[config.mk]
export PLATFORM = sky130hd
export DESIGN_NAME = rr_sel_mux
export DESIGN_NICKNAME = d
export VERILOG_FILES = /design/src/rtl/rv_mux_pkg.sv /design/src/rtl/rr_arbiter.sv /design/src/rtl/rr_sel_mux.sv
export SDC_FILE = /design/constraint.sdc
export NUM_CORES = 1
export LEC_CHECK = 0
export CORE_AREA = 2 2 158 160
export DETAILED_ROUTE_END_ITERATION = 8
export DIE_AREA = 0 0 160 162
export GPL_ROUTABILITY_DRIVEN = 0
export GPL_TIMING_DRIVEN = 0
export PLACE_DENSITY = 0.77
export SETUP_SLACK_MARGIN = 0.3
export SLEW_MARGIN = 20
export SYNTH_ARGS = -nofsm -noshare
export SYNTH_HDL_FRONTEND = slang
export SYNTH_SLANG_ARGS = --single-unit
[constraint.sdc]
create_clock -name clk -period 12.85 [get_ports clk]
set_input_delay 2.57 -clock clk [delete_from_list [all_inputs] [get_ports clk]]
set_output_delay 2.57 -clock clk [all_outputs]
set_load 0.02 [all_outputs]
[src/rtl/rv_mux_pkg.sv]
// rv_mux_pkg: shared sizing helpers and types for the round-robin select mux.
package rv_mux_pkg;
    localparam int MAX_CH = 16;
    function automatic int ch_w(input int n);
        return (n > 1) ? $clog2(n) : 1;
    endfunction
    typedef logic [ch_w(MAX_CH)-1:0] grant_idx_t;
endpackage

[src/rtl/rr_arbiter.sv]
// rr_arbiter: one-hot grant search upward from i_ptr with wrap.
// With RR_SEL_MUX_FIXED_PRIO_EN defined, i_ptr is removed and channel 0 always has top priority.
module rr_arbiter
    import rv_mux_pkg::*;
#(
    parameter int NUM_CH = 5,
    localparam int CH_W = ch_w(NUM_CH)
) (
    input  logic [NUM_CH-1:0] i_req,
`ifndef RR_SEL_MUX_FIXED_PRIO_EN
    input  logic [CH_W-1:0]   i_ptr,
`endif
    output logic [NUM_CH-1:0] o_gnt,
    output logic [CH_W-1:0]   o_idx,
    output logic              o_any
);
    logic [CH_W-1:0] w_base;
`ifdef RR_SEL_MUX_FIXED_PRIO_EN
    assign w_base = '0;
`else
    assign w_base = i_ptr;
`endif
    assign o_any = |i_req;
    // Walk offsets from the far end down so the nearest requester above the base wins.
    always_comb begin
        int j;
        j = 0;
        o_gnt = '0;
        o_idx = '0;
        for (int k = NUM_CH - 1; k >= 0; k--) begin
            j = int'(w_base) + k;
            j = (j >= NUM_CH) ? j - NUM_CH : j;
            if (i_req[j]) begin
                o_gnt = '0;
                o_gnt[j] = 1'b1;
                o_idx = CH_W'(j);
            end
        end
    end
endmodule

[src/rtl/rr_sel_mux.sv]
// rr_sel_mux: N-way round-robin select mux with one registered valid/ready output stage.
// Define RR_SEL_MUX_FIXED_PRIO_EN for lowest-index-wins arbitration without rr_ptr.
module rr_sel_mux
    import rv_mux_pkg::*;
#(
    parameter int DATA_WIDTH = 64,
    parameter int NUM_CH = 5,
    localparam int CH_W = ch_w(NUM_CH)
) (
    input  logic                       clk,
    input  logic                       rst_n,
    input  logic [NUM_CH-1:0]          in_valid,
    input  logic [NUM_CH*DATA_WIDTH-1:0] in_data,
    output logic [NUM_CH-1:0]          in_ready,
    output logic                       out_valid,
    output logic [DATA_WIDTH-1:0]      out_data,
    output logic [CH_W-1:0]            out_ch,
    input  logic                       out_ready
);
    logic [NUM_CH-1:0]     w_gnt;
    logic [CH_W-1:0]       w_idx;
    logic                  w_any;
    logic                  w_load;
    logic                  r_valid;
    logic [DATA_WIDTH-1:0] r_data;
    logic [CH_W-1:0]       r_ch;
`ifndef RR_SEL_MUX_FIXED_PRIO_EN
    logic [CH_W-1:0]       r_ptr;
`endif

    rr_arbiter #(.NUM_CH(NUM_CH)) u_arb (
        .i_req (in_valid),
`ifndef RR_SEL_MUX_FIXED_PRIO_EN
        .i_ptr (r_ptr),
`endif
        .o_gnt (w_gnt),
        .o_idx (w_idx),
        .o_any (w_any)
    );

    // rst_n gating keeps in_ready low while the block is held in reset.
    assign w_load    = rst_n && w_any && (!r_valid || out_ready);
    assign in_ready  = w_gnt & {NUM_CH{w_load}};
    assign out_valid = r_valid;
    assign out_data  = r_data;
    assign out_ch    = r_ch;

    always_ff @(posedge clk or negedge rst_n) begin
        if (!rst_n) begin
            r_valid <= 1'b0;
            r_data  <= '0;
            r_ch    <= '0;
        end else if (w_load) begin
            r_valid <= 1'b1;
            r_data  <= in_data[w_idx*DATA_WIDTH +: DATA_WIDTH];
            r_ch    <= w_idx;
        end else if (out_ready) begin
            r_valid <= 1'b0;
        end
    end

`ifndef RR_SEL_MUX_FIXED_PRIO_EN
    always_ff @(posedge clk or negedge rst_n) begin
        if (!rst_n)
            r_ptr <= '0;
        else if (w_load)
            r_ptr <= (w_idx == CH_W'(NUM_CH - 1)) ? '0 : w_idx + CH_W'(1);
    end
`endif
endmodule

==> results by group, run 1 <==
Outcome
  • Status: completed

Route
  • Drt wl/cell: 23.4 um
  • Routed wire length: 41,800 um
  • Via count: 10,517
  • DRC errors left: 0
  • Antenna-violating nets left: 0
  • DRT Pass-1 Iters: 5
  • Via density: 5.90
  • First DRT Iteration DRCs: 910

Run
  • Max-Cap Viols: 0

STA
  • Final setup vio count: 0
  • Final Hold Violating Endpoints: 0
  • Fraction of the cycle the final worst path needs: 0.665
  • Skew final: 10.9 ps
  • Post-layout minimum cycle time: 8540 ps
  • Max transition margin: 0.383
  • Final slew viol count: 0
  • Setup TNS: 0 ps
  • Fmax: 117 MHz
  • RSZ-0062 raised after global routing: no
  • Worst slew pin tran: 925 ps

Logic synthesis
  • Area contributors post-synth: dfrtp_1 20%, a41oi_2 12%, o211ai_2 9.2%
  • Mean Syn Cell Area: 8.46 um2
  • Synth Net Count: 1,392
  • Multiplexer area fraction after synthesis: 0.0149
  • Number of synthesized flops with an enable pin: 0
  • Sequential cell area fraction in the yosys report: 0.202
  • Synth Instances: 1,041
  • Async set-reset flop share out of synthesis: 1.00
  • Synth Area in Compound Gates: 0.449
  • Post-synth top flop: dfrtp_1
  • FF+latch count, synth: 71
  • Share of the synthesized area in the top cell type: 0.202
  • Cell area after synthesis: 0.00880 mm2
  • Post-Synth Simple-Gate Area: 0.210
  • Unique masters post-synth: 85
  • Combinational family with the most area after synthesis: compound AO/OA/AOI/OAI gates
  • Post-synth top area cell: dfrtp_1
  • Post-synthesis xor/xnor area fraction: 0.00597
  • Yosys warns: 0
  • Post-Synth Adder-Cell Area: 0.0335

Clocking
  • CTS Buf Count: 9
  • Clock Sinks: 71
  • H-tree depth: 3
  • Clk_lat worst skew: 360 ps
  • Post-CTS Setup Inserts: 0
  • Cts repair resizes: 0
  • Clock Tree Buf Depth: 2
  • Clk slew on worst S/H paths: 60 ps
  • Cts hold-fix bufs: 0
  • CTS tree: built
  • Root buf cell: clkbuf_16

Global routing
  • Number of global-route vias before repair: 10,449
  • First-pass GRT wire length: 61,800 um
  • Initial antenna violation count: 5
  • GRT Util Overall: 0.308
  • Pin count of the biggest net entering global routing: 42
  • Grt ovf: 0

Floorplanning
  • Die area: 0.0259 mm2
  • Core Footprint: 0.0241 mm2
  • Top Ports: 401
  • Height of the die: 162 um
  • Rows: 57
  • Die Wd: 160 um
  • Initial Util: 0.365

Placement
  • Number of port buffers: 398
  • DP Wirelength: 32,200 um

Setup path
  • CP Capture Type: output port
  • Startpoint Class: primary input
  • WS Path Type: primary input to output port
  • Crit path max fanout: 10
  • WP data arrival: 5970 ps
  • Worst Path Required: 10,280 ps
  • R2r setup slk: 7020 ps

Layout
  • Multi-input logic area: 0.00628 mm2
  • Share of cells above drive strength 1: 0.161
  • Most frequent cells in the layout: 397 x clkdlybuf4s50_1, 94 x nand2_1, 85 x nor2_1
  • Final net count: 1,802
  • Flip-flop and latch area: 0.00178 mm2
  • Most common cell after layout, fill and taps aside: clkdlybuf4s50_1
  • P&R area growth vs syn: 53.7%
  • # fillers: 2,256

Min path
  • HP Class: flop to flop
routing by layer:
layer	vias to the layer above	wire length, um	track usage
li1	4730	-	-
met1	5022	16500	0.383
met2	645	19300	0.505
met3	118	4030	0.0799
met4	2	1890	0.137
met5	-	13	0
kinds of logic (layout without fill, tap and decap cells):
logic type / Yosys count / count (layout)
flip-flops: 71 / 71
adder cells (fa/ha/maj): 23 / 23
XOR/XNOR: 6 / 6
other: 0 / 4
AND/OR/NAND/NOR: 376 / 376
multiplexers: 11 / 11
buffers and inverters: 131 / 546
AO/OA/AOI/OAI: 423 / 423
through the flow:
| step | setup WS, ps | instance area (um2) | hold slack [ps] | utilization | instances |
|---|---|---|---|---|---|
| 2_1_floorplan | 5800 | 8800 | 590 | - | 1041 |
| 3_3_place_gp | 1330 | 13200 | 468 | 0.547 | 1763 |
| 3_5_place_dp | 4340 | 13200 | 474 | 0.548 | 1764 |
| 4_1_cts | 4330 | 13500 | 488 | 0.561 | 1780 |
| 5_1_grt | 4180 | 13500 | 513 | 0.561 | 1783 |
| 6_report | 4310 | 13500 | 480 | 0.561 | 1784 |
state kept, by name (all words and copies together), names as in the netlist:
name / cells
out_data: 64
out_ch: 3
r_ptr: 3
out_valid: 1
critical path, cell delays in order:
cell and delay (ps):
clkdlybuf4s50_1 680, or4_1 180, o21ai_0 110, nor2b_1 170
clkbuf_1 610, clkbuf_1 720, nand2_1 100, a31oi_1 180
clkdlybuf4s50_1 620
final timing paths:
kind | start | to | depth (start not counted)
max in group asynchronous | rst_n | out_data[21] | 2
setup reg to reg | r_ptr[0] | r_ptr[2] | 18
hold reg to reg | out_ch[2] | out_ch[2] | 2
min in group asynchronous | rst_n | out_data[49] | 1
hold / removal | out_ch[2] | out_ch[2] | 2
setup / recovery | in_valid[3] | in_ready[2] | 9
Yosys cell counts (3+ instances only):
master	count
nor2b_1	11
nand2b_1	14
a32oi_1	4
o221ai_1	3
clkbuf_1	48
a22oi_1	3
nand3_1	70
dfrtp_1	71
buf_12	6
nor4_1	4
or2_2	3
o211ai_2	65
buf_2	34
mux2i_1	6
buf_4	18
o22ai_1	5
nand2_1	94
a21oi_1	22
mux2_2	3
buf_1	5
or3_1	3
a21o_1	68
ha_1	22
and3_1	65
o21ai_0	78
nand4_1	3
xnor2_1	5
nor2_1	85
a21boi_0	9
a21boi_1	56
buf_6	3
o211ai_1	3
nor3_1	8
a41oi_2	64
inv_1	14
a31oi_1	6
cell type report:
type,instances,area share
Sequential cell,71,0.131
Timing Repair Buffer,399,0.296
Buffer,116,0.0509
Multi-Input combinational cell,839,0.464
Tap cell,324,0.0300
Clock inverter,4,0.00398
Antenna cell,4,0.000740
Clock buffer,12,0.0182
Inverter,15,0.00416
Power of run 1 is left out: the tool's default activity adds up to more than one toggle a clock period on the data nets, which glitch-free logic cannot reach.
==> run 2, diff against run 1 <==
- CORE_AREA: 2 2 158 160 -> 2 2 154 156
- DIE_AREA: 0 0 160 162 -> 0 0 156 158
- PLACE_DENSITY: 0.77 -> 0.83
- clock period: 12.85 -> 7.6 ns (I/O delays scaled with it)
==> results by group, run 2 (same netlist as run 1, synthesis figures left out) <==
Route
  • First DRT Iteration DRCs: 998
  • Antenna-violating nets left: 0
  • Via count: 10,594
  • Drt wl/cell: 23.7 um
  • Via density: 6.06
  • Routed wire length: 41,500 um
  • DRT Pass-1 Iters: 6
  • DRC errors left: 0

Placement
  • DP Wirelength: 32,100 um
  • Post-Place Setup Slack: 1160 ps
  • Post-DP Area: 0.0132 mm2
  • Number of port buffers: 398

Floorplanning
  • Core Footprint: 0.0231 mm2
  • Height of the die: 158 um
  • Die Wd: 156 um
  • Die area: 0.0246 mm2
  • Initial Util: 0.382
  • Rows: 56
  • Top Ports: 401

Setup path
  • CP Capture Type: output port
  • WP data arrival: 5410 ps
  • WS Path Type: flop to output port
  • Crit path max fanout: 13
  • Startpoint Class: flop
  • Worst Path Required: 6080 ps

STA
  • Final setup vio count: 0
  • Setup WS post-layout: 669 ps
  • Skew final: 8.42 ps
  • Max transition margin: 0.423
  • Final Hold Violating Endpoints: 0
  • Fraction of the cycle the final worst path needs: 0.912
  • Post-layout minimum cycle time: 6930 ps
  • Fmax: 144 MHz
  • Worst slew pin tran: 866 ps
  • Final slew viol count: 0
  • RSZ-0062 raised after global routing: no

Layout
  • P&R area growth vs syn: 52.8%
  • Most frequent cells in the layout: 397 x clkdlybuf4s50_1, 94 x nand2_1, 85 x nor2_1
  • Final Cell Area: 0.0134 mm2
  • # fillers: 2,054
  • Share of cells above drive strength 1: 0.161
  • Max reg flops: 64
  • Most common cell after layout, fill and taps aside: clkdlybuf4s50_1
  • Final net count: 1,802

Clocking
  • Clock Tree Buf Depth: 2
  • CTS Buf Count: 9
  • Cts repair resizes: 0
  • Cts hold-fix bufs: 0
  • H-tree depth: 3
  • Post-CTS Setup Inserts: 0
  • CTS tree: built
  • Clk_lat worst skew: 350 ps
  • Clock Sinks: 71
  • Root buf cell: clkbuf_16
  • Clk slew on worst S/H paths: 60 ps

Outcome
  • Status: completed

Global routing
  • Pin count of the biggest net entering global routing: 48
  • First-pass GRT wire length: 60,100 um
  • Initial antenna violation count: 2
  • Grt ovf: 0
  • Number of global-route vias before repair: 10,468
  • GRT Util Overall: 0.322

Min path
  • HP Class: flop to flop

Run
  • Max-Cap Viols: 0
-- run 2: cell count changes in the layout (fill, tap and decap cells not counted), sizes merged --
cell	change
clkbuf	+1
clkinvlp	-2
diode	-3
clkinv	+3
inv	-1
bufinv	-1
-- run 2: area by class of cell --
| cell class | instances | area, um2 | share of cell area |
|---|---|---|---|
| Multi-Input combinational cell | 839 | 6280 | 0.467 |
| Timing Repair Buffer | 399 | 4010 | 0.298 |
| Sequential cell | 71 | 1780 | 0.132 |
| Buffer | 116 | 688 | 0.0512 |
| Tap cell | 290 | 363 | 0.0270 |
| Clock buffer | 13 | 250 | 0.0186 |
| Inverter | 15 | 56.3 | 0.00419 |
| Clock inverter | 3 | 18.8 | 0.00140 |
| Antenna cell | 1 | 2.50 | 0.000186 |
-- run 2: per-layer routing --
| metal | wire, um | share of wire | up-vias | track usage |
|---|---|---|---|---|
| met4 | 1980 | 0.048 | 2 | 0.141 |
| met1 | 16100 | 0.39 | 5040 | 0.402 |
| met3 | 4060 | 0.098 | 155 | 0.0791 |
| met5 | 16 | 0.00039 | - | 0 |
| met2 | 19300 | 0.47 | 662 | 0.528 |
| li1 | - | - | 4735 | - |
-- run 2: critical path: stages (launching register included) --
cell and delay, ps:
dfrtp_1 430, buf_6 170, buf_4 180, inv_1 190, buf_1 590, ha_1 280, ha_1 230, clkbuf_1 220
a21oi_1 310, mux2i_1 360, nand4_1 220, or4b_2 710, a21oi_1 170, o221ai_1 140, a21oi_1 220, clkdlybuf4s50_1 650
-- run 2: path summary, 6_finish.rpt --
path,startpoint,endpoint,slack (ps),depth (start not counted)
min,out_ch[1],out_ch[1],490,2
max in group asynchronous,rst_n,out_data[23],5900,2
max,r_ptr[0],in_ready[4],670,15
min in group asynchronous,rst_n,out_data[49],1090,1
min reg2reg,out_ch[1],out_ch[1],490,2
max reg2reg,r_ptr[0],r_ptr[2],2040,19
-- run 2: per-stage QoR --
step                TNS [ps]  hold WS, ps  cells   util
finish                     0          491   1747  0.583
global route               0          528   1747  0.583
CTS                        0          492   1746  0.583
detailed placement         0          479   1730  0.571
global placement      -14540          463   1729  0.570
floorplan                  0          590   1041      -
Power of run 2 is left out for the same reason.
